[src/rtl/elevator_car_controller_if.sv]
// Car controller bus: call requests and step clock in, car status out.
// The master side is the car environment; the slave side is the controller.
interface elevator_car_controller_if #(
    parameter int N_FLOORS = 4,
    parameter int FLOOR_W  = 2
);
    logic [N_FLOORS-1:0] call_req;
    logic                step_clk;
    logic                move_en;
    logic [FLOOR_W-1:0]  current_floor;
    logic                dir_up;
    logic                door_open;
    logic [N_FLOORS-1:0] pending;

    modport master (
        output call_req, step_clk,
        input  move_en, current_floor, dir_up, door_open, pending
    );

    modport slave (
        input  call_req, step_clk,
        output move_en, current_floor, dir_up, door_open, pending
    );
endinterface

[src/rtl/elevator_car_controller.sv]
// Car-motion FSM: latches floor calls, picks direction (SCAN), steps one floor
// or one door-dwell unit per synchronised step_clk rising edge.
module elevator_car_controller #(
    parameter int N_FLOORS   = 4,
    parameter int FLOOR_W    = 2,
    parameter int DOOR_STEPS = 3
) (
    input logic                      clk_50,
    input logic                      rst_n,
    elevator_car_controller_if.slave bus
);
    localparam int CNT_W = (DOOR_STEPS > 1) ? $clog2(DOOR_STEPS) : 1;
    localparam logic [CNT_W-1:0] CNT_LAST = CNT_W'(DOOR_STEPS - 1);

    typedef enum logic [1:0] {IDLE, MOVE, DOOR} state_t;

    state_t              state_q, state_d;
    logic [FLOOR_W-1:0]  floor_q, floor_d;
    logic                dir_up_q, dir_up_d;
    logic [CNT_W-1:0]    cnt_q, cnt_d;
    logic [N_FLOORS-1:0] pending_q, pending_d;
    logic [N_FLOORS-1:0] req, clear_mask;
    logic                s1_q, s2_q, step_rise;
    logic                move_en_q, door_open_q;
    logic                any_above, any_below, ahead, behind;

    assign step_rise = s1_q & ~s2_q;
    // Fresh calls are visible in the same cycle so a call at the current floor opens the door next cycle.
    assign req       = pending_q | bus.call_req;

    always_comb begin
        any_above = 1'b0;
        any_below = 1'b0;
        for (int unsigned i = 0; i < N_FLOORS; i++) begin
            if (FLOOR_W'(i) > floor_q) any_above = any_above | req[i];
            if (FLOOR_W'(i) < floor_q) any_below = any_below | req[i];
        end
        ahead  = dir_up_q ? any_above : any_below;
        behind = dir_up_q ? any_below : any_above;
    end

    always_comb begin
        state_d    = state_q;
        floor_d    = floor_q;
        dir_up_d   = dir_up_q;
        cnt_d      = cnt_q;
        clear_mask = '0;
        case (state_q)
            IDLE: begin
                if (req[floor_q]) begin
                    clear_mask[floor_q] = 1'b1;
                    state_d             = DOOR;
                    cnt_d               = '0;
                end else if (any_above || any_below) begin
                    state_d = MOVE;
                    if (!(any_above && any_below)) dir_up_d = any_above;
                end
            end
            MOVE: begin
                // Never step without a target ahead: this also keeps the floor in range at the ends.
                if (!ahead) begin
                    if (behind) dir_up_d = ~dir_up_q;
                    else        state_d  = IDLE;
                end else if (step_rise) begin
                    floor_d = dir_up_q ? floor_q + 1'b1 : floor_q - 1'b1;
                    if (req[floor_d]) begin
                        clear_mask[floor_d] = 1'b1;
                        state_d             = DOOR;
                        cnt_d               = '0;
                    end
                end
            end
            DOOR: begin
                clear_mask[floor_q] = 1'b1;
                if (step_rise) begin
                    if (cnt_q == CNT_LAST) begin
                        cnt_d = '0;
                        if (ahead) begin
                            state_d = MOVE;
                        end else if (behind) begin
                            dir_up_d = ~dir_up_q;
                            state_d  = MOVE;
                        end else begin
                            state_d = IDLE;
                        end
                    end else begin
                        cnt_d = cnt_q + 1'b1;
                    end
                end
            end
            default: state_d = IDLE;
        endcase
        pending_d = req & ~clear_mask;
    end

    always_ff @(posedge clk_50 or negedge rst_n) begin
        if (!rst_n) begin
            state_q     <= IDLE;
            floor_q     <= '0;
            dir_up_q    <= 1'b1;
            cnt_q       <= '0;
            pending_q   <= '0;
            s1_q        <= 1'b0;
            s2_q        <= 1'b0;
            move_en_q   <= 1'b0;
            door_open_q <= 1'b0;
        end else begin
            state_q     <= state_d;
            floor_q     <= floor_d;
            dir_up_q    <= dir_up_d;
            cnt_q       <= cnt_d;
            pending_q   <= pending_d;
            s1_q        <= bus.step_clk;
            s2_q        <= s1_q;
            move_en_q   <= (state_d != IDLE);
            door_open_q <= (state_d == DOOR);
        end
    end

    assign bus.move_en       = move_en_q;
    assign bus.door_open     = door_open_q;
    assign bus.current_floor = floor_q;
    assign bus.dir_up        = dir_up_q;
    assign bus.pending       = pending_q;
endmodule

[src/flat_wrapper.sv]
// flat-port wrapper written by rule: the top's interface ports become plain ports
module elevator_car_controller_flat 
#(
    parameter int N_FLOORS   = 4,
    parameter int FLOOR_W    = 2,
    parameter int DOOR_STEPS = 3
)
  (clk_50, rst_n, bus_call_req, bus_step_clk, bus_move_en, bus_current_floor, bus_dir_up, bus_door_open, bus_pending);
  elevator_car_controller_if #(.N_FLOORS(N_FLOORS), .FLOOR_W(FLOOR_W)) bus_i ();
  input logic clk_50;
  input logic rst_n;
  input wire logic [$bits(bus_i.call_req)-1:0] bus_call_req;
  input wire logic [$bits(bus_i.step_clk)-1:0] bus_step_clk;
  output wire logic [$bits(bus_i.move_en)-1:0] bus_move_en;
  output wire logic [$bits(bus_i.current_floor)-1:0] bus_current_floor;
  output wire logic [$bits(bus_i.dir_up)-1:0] bus_dir_up;
  output wire logic [$bits(bus_i.door_open)-1:0] bus_door_open;
  output wire logic [$bits(bus_i.pending)-1:0] bus_pending;
  assign bus_i.call_req = bus_call_req;
  assign bus_i.step_clk = bus_step_clk;
  assign bus_move_en = bus_i.move_en;
  assign bus_current_floor = bus_i.current_floor;
  assign bus_dir_up = bus_i.dir_up;
  assign bus_door_open = bus_i.door_open;
  assign bus_pending = bus_i.pending;
  elevator_car_controller #(.N_FLOORS(N_FLOORS), .FLOOR_W(FLOOR_W), .DOOR_STEPS(DOOR_STEPS)) u_core (.clk_50(clk_50), .rst_n(rst_n), .bus(bus_i));
endmodule
[config.mk]
export PLATFORM = sky130hd
export DESIGN_NAME = elevator_car_controller_flat
export DESIGN_NICKNAME = d
export VERILOG_FILES = /design/src/rtl/elevator_car_controller_if.sv /design/src/rtl/elevator_car_controller.sv /design/src/flat_wrapper.sv
export SDC_FILE = /design/constraint.sdc
export NUM_CORES = 1
export LEC_CHECK = 0
export ABC_AREA = 1
export CAP_MARGIN = 15
export CORE_AREA = 2 2 57 59
export DETAILED_ROUTE_END_ITERATION = 6
export DIE_AREA = 0 0 59 61
export GPL_TIMING_DRIVEN = 0
export PLACE_DENSITY_LB_ADDON = 0.2
export SYNTH_ARGS = -nofsm -noshare
export SYNTH_HDL_FRONTEND = slang
export SYNTH_SLANG_ARGS = --single-unit
[constraint.sdc]
create_clock -name clk_50 -period 4.3 [get_ports clk_50]
set_input_delay 1.29 -clock clk_50 [delete_from_list [all_inputs] [get_ports clk_50]]
set_output_delay 1.29 -clock clk_50 [all_outputs]
set_load 0.03 [all_outputs]
# Word level (Yosys, flattened, before mapping)
# Cells that the tools add are included.
[op_classes] n_eq_ne=13 muxes=50 magnitude_cmp=12 bitwise_logic=12 n_addsub=3 n_reduce_logical=10
[op_table] op="$mux W2" n=16
[op_table] op="$mux W1" n=22
[op_table] op="$mux W4" n=4
[op_table] op="$ne A2 B1 Y1 const B" n=7
[op_table] op="$pmux W2 S3" n=2
[op_table] op="$pmux W4 S3" n=1
[op_table] op="$reduce_and A6 Y1" n=2
[op_table] op="$eq A2 B2 Y1 const B" n=3
[op_table] op="$lt A2 B3 Y1 const B" n=2
[op_table] op="$or A1 B1 Y1" n=6
[op_table] op="$add A2 B1 Y2 const B" n=2
[op_table] op="$and A4 B4 Y4" n=1
[op_table] op="$bmux W1 S2" n=2
[op_table] op="$demux W1 S2" n=2
[op_table] op="$ge A2 B1 Y1 const B" n=2
[op_table] op="$gt A1 B2 Y1 const A" n=2
[op_table] op="$gt A2 B2 Y1 const A" n=2
[op_table] op="$lt A1 B2 Y1 const A" n=2
[op_table] op="$lt A2 B2 Y1 const A" n=2
[op_table] op="$ne A2 B2 Y1 const B" n=2
[op_table] op="$not A4 Y4" n=1
[op_table] op="$or A4 B4 Y4" n=1
[op_table] op="$logic_and A1 B1 Y1" n=3
[op_table] op="$pmux W1 S3" n=1
[op_table] op="other kinds (9)" n=10
[word_totals] out_inout_bits=9 wordCells=109 in_bits=7 regBits=15

# Logic depth before layout (Yosys ltp)
[depth] ltp_word=15 mapped_depth=13 depth_no_buf=13

# Worst setup path after synthesis
# No wires, ideal clock.
[synth_path] path_type="input to register" from="input bus_call_req[3]" to="register u_core.move_en_q (netlist: u_core.bus.move_en)" stages=10 setup_slack_ns=2.055 arrival_time_ns=2.127 path_buffers=0 path_cell_list="o21ai_0 -> nand3_1 -> nor2_2 -> nand2_1 -> nand2_1 -> nand2_1 -> inv_1 -> nand2_2 -> nand2_2 -> nand2_1"
[synth_via] elab_chain_cells=10
[synth_lines] item="from (decl)" line_no="flat_wrapper.sv:12" rtl="input wire logic [$bits(bus_i.call_req)-1:0] bus_call_req;"
[synth_lines] item="$or A4 B4 Y4 *" line_no="elevator_car_controller.sv:29" rtl="assign req = pending_q | bus.call_req;"
[synth_lines] item="$or A1 B1 Y1 (on tied branches)" line_no="elevator_car_controller.sv:35, elevator_car_controller.sv:36"
[synth_lines] item="$mux W1 (on tied branches)" line_no="elevator_car_controller.sv:35, elevator_car_controller.sv:36"
[synth_lines] item="$mux W1" line_no="elevator_car_controller.sv:39" rtl="behind = dir_up_q ? any_below : any_above;"
[synth_lines] item="$mux W1" line_no="elevator_car_controller.sv:80" rtl="end else if (behind) begin"
[synth_lines] item="$mux W2" line_no="elevator_car_controller.sv:78" rtl="if (ahead) begin"
[synth_lines] item="$mux W2" line_no="elevator_car_controller.sv:76" rtl="if (cnt_q == CNT_LAST) begin"
[synth_lines] item="$mux W2" line_no="elevator_car_controller.sv:75" rtl="if (step_rise) begin"
[synth_lines] item="$pmux W2 S3 *" line_no="elevator_car_controller.sv:48" rtl="case (state_q)"
[synth_lines] item="$reduce_bool A2 Y1 *" line_no="elevator_car_controller.sv:115" rtl="move_en_q <= (state_d != IDLE);"
[synth_lines] item="to (signal assigned)" line_no="elevator_car_controller.sv:115"
[synth_lines] item="to (decl)" line_no="elevator_car_controller.sv:24" rtl="logic move_en_q, door_open_q;"
# Mark *: on every way between the ends. The rest lies on a longest branch, timed or not. The select of a mux whose other input is x is not followed.
# A chain may end at the register's enable or synchronous reset.

# Final worst setup path
[layout_path] from="register u_core.floor_q[0] (netlist: u_core.bus.current_floor[0])" to="output bus_current_floor[0]"
[layout_lines] item="from (decl)" line_no="elevator_car_controller.sv:18" rtl="logic [FLOOR_W-1:0] floor_q, floor_d;"
[layout_lines] item="from (signal assigned)" line_no="elevator_car_controller.sv:109" rtl="floor_q <= floor_d;"
[layout_lines] item="to (decl)" line_no="flat_wrapper.sv:15" rtl="output wire logic [$bits(bus_i.current_floor)-1:0] bus_current_floor;"
# No word-level cell between the ends.

==> results by group <==
Global route
  – First-pass GRT wire length: 4.333 mm
  – Largest net degree at the start of global routing: 16
  – Tot GR Track Use: 0.1623
  – Congestion Overflow GR: 0
  – Number of global-route vias before repair: 997
  – Initial antenna violation count: 0

STA
  – Tmin final: 2914 ps
  – Final hold violations: 0
  – Worst-margin pin slew: 705.5 ps
  – Final Skew: about 5 ps
  – RSZ-0062 raised after global routing: no
  – Slew HR: 0.5282
  – Count of pins over their slew limit: 0
  – Final WS setup: 1386 ps
  – Fin crit share: 0.6776
  – Setup TNS: 0 ps
  – Setup violations, final: 0
  – Fmax: between 300 and 400 MHz

Synth
  – Yosys warns: 0
  – Yosys top cell by area: dfrtp_1
  – Sequential element share of the synthesized area: 0.3341
  – Top-area cell type share of the netlist area: 0.3108
  – Mean Syn Cell Area: 6.916 um2
  – Synthesized Nets: 180
  – Cell Area, Synth: 0.001127 mm2
  – Largest cells by area after synthesis: dfrtp_1, nand2_1, ha_1
  – Gate Count Post-Synth: approximately 160
  – FF+latch count, synth: 15
  – Netlist cell types: 21

Worst setup path
  – R2R depth: 11
  – Slowest stage cell on the critical path: clkdlybuf4s50_1
  – Critical path class: reg -> out
  – Worst Path Required: 3010 ps
  – R2r setup slk: 2150 ps
  – Reg-to-Reg End: u_core.cnt_q[1]
  – CP cell instances: clkdlybuf4s50_1
  – Reg2reg start: u_core.bus.current_floor[0]
  – Startpoint types: flop
  – WP data arrival: 1620 ps
  – Delay-heaviest family, CP: buffers and inverters
  – Slowest Stage Delay on Critical Path: 740 ps
  – Worst-path maximum fanout: 11
  – Critical path buffer and inverter count: 1
  – Worst setup EP type: output port

Detailed routing
  – DRC errors left: 0
  – Final WL: 2.489 mm
  – Routed Antenna Nets: 0
  – Vias/cell: 4.828
  – Top Layer Used: met4
  – WL met2: 1.191 mm
  – Via count: ~1000
  – Iter 0 DRT Violations: 26
  – M1 WL: 1.140 mm
  – DRT Pass-1 Iters: 4
  – Routed len/inst: between 10 and 15 um
  – Met3 wire len: 119 um

Run
  – Maxcap violations: 0

Clock tree
  – TritonCTS Buffers: 3
  – Sink Count: 15
  – CTS clock-pin slew for the worst setup and hold paths: 110 ps
  – CTS tree: built
  – Worst-Skew Late Latency: 300 ps
  – H-tree depth: 1
  – Hold buffer count at CTS: 0
  – CTS resizes: 0
  – Root Driver: clkbuf_4
  – Postcts setup bufs: 0
  – Clock buffer depth: 2

Layout
  – Most frequent cells in the layout: nand2_1, inv_1, nor2_1, clkdlybuf4s50_1, dfrtp_1
  – Layout cells sized above 1: 0.09341
  – # diodes: 0
  – Fillers: 323
  – Area growth from synthesis to layout: 19.64%
  – Nets@finish: 200
  – Most common cell after layout, fill and taps aside: nand2_1
  – Final non-filler cell area: 0.001349 mm2

Floorplan
  – Total Die Area: 0.003599 mm2
  – Total core area: 0.002953 mm2
  – # IOs: 16
  – Row cnt: 20
  – Die Span X: between 50 and 60 um
  – Starting Density: 0.3818
  – Die Height: 61 um

Placement
  – Placed Area: 0.001319 mm2
  – Post-DP HPWL: between 1.5 and 2 mm
  – IO buf count: 15
  – GP Congestion: roughly 0.90
  – Setup WS pre-CTS: around 1400 ps

Hold path
  – Hold EP: u_core.s2_q
  – WHS Path Cells: 0
  – Hold WC Path Type: reg -> reg
  – Min-delay src: u_core.s1_q

Pwr
  – Pleak: 0.6883 nW
  – VDD IR-drop max: 272.6 uV
  – Pwr dens: 771.0 mW/mm2

Outcome
  – Status: finished clean
==> cell families after synthesis <==
logic type | after synthesis | synth area share
simple gates | 89 | 0.3507
buf+inv | 26 | 0.08990
compound gates | 20 | 0.09101
flops | 15 | 0.3341
fa+ha+maj | 10 | 0.1110
xor+xnor | 3 | 0.02331
==> cells in the mapped netlist <==
cell type	number
buf_4	1
nor2_2	1
a21oi_1	6
nand2_1	49
nor2_4	1
ha_1	10
inv_2	1
dfrtp_1	14
o21bai_1	1
inv_1	24
nand3_2	2
o21ai_0	10
nand4_1	1
xnor2_1	1
nand3_1	13
nand2_4	1
o21ai_1	3
nand2_2	5
dfstp_2	1
xor2_1	2
nor2_1	16
==> power breakdown <==
group,internal (mW),leakage (nW),switching (mW)
combinational,0.247,0.501,0.436
sequential,0.204,0.174,0.0630
clock,0.0354,0.0139,0.0544
total,0.487,0.688,0.553
==> cell type report <==
type                            count  area (um2)  share of cell area
Multi-Input combinational cell    122       649.4              0.4814
Sequential cell                    15       376.6              0.2792
Timing Repair Buffer               15       150.1              0.1113
Clock buffer                        3       22.52             0.01670
Tap cell                           33       41.29             0.03061
Clock inverter                      1       7.507            0.005566
Buffer                              1       7.507            0.005566
Inverter                           25       93.84             0.06957
==> sequential cells by signal, summed over array words and instances (netlist names), 2 cells and up <==
name / count
u_core.bus.pending: 4
u_core.bus.current_floor: 2
u_core.cnt_q: 2
u_core.state_q: 2
==> routing by layer <==
metal | global-route usage | vias to the layer above
li1 | - | 544
met1 | 0.1961 | 460
met2 | 0.2873 | 29
met3 | 0.02772 | 5
met4 | 0.06494 | 0
met5 | 0 | -
==> stage by stage <==
stage          utilization  instances  hold WS, ps  total power [mW]
2_1_floorplan            -        163        353.7            0.7558
3_3_place_gp        0.4466        211        357.6            0.9390
3_5_place_dp        0.4466        211        361.0            0.9540
4_1_cts             0.4568        215        386.5             1.048
5_1_grt             0.4568        215        406.1             1.153
6_report            0.4568        215        382.4             1.040
==> worst max path at each step <==
stage,from,end,cells after the start
2_1_floorplan,bus_call_req[3],u_core.bus.move_en,10
3_3_place_gp,bus_call_req[3],u_core.bus.move_en,11
3_5_place_dp,bus_call_req[2],u_core.bus.dir_up,9
4_1_cts,u_core.bus.current_floor[0],bus_current_floor[0],1
5_1_grt,u_core.bus.current_floor[0],bus_current_floor[0],1
6_report,u_core.bus.current_floor[0],bus_current_floor[0],1
Note: power is estimated with default switching activity, not from simulation.
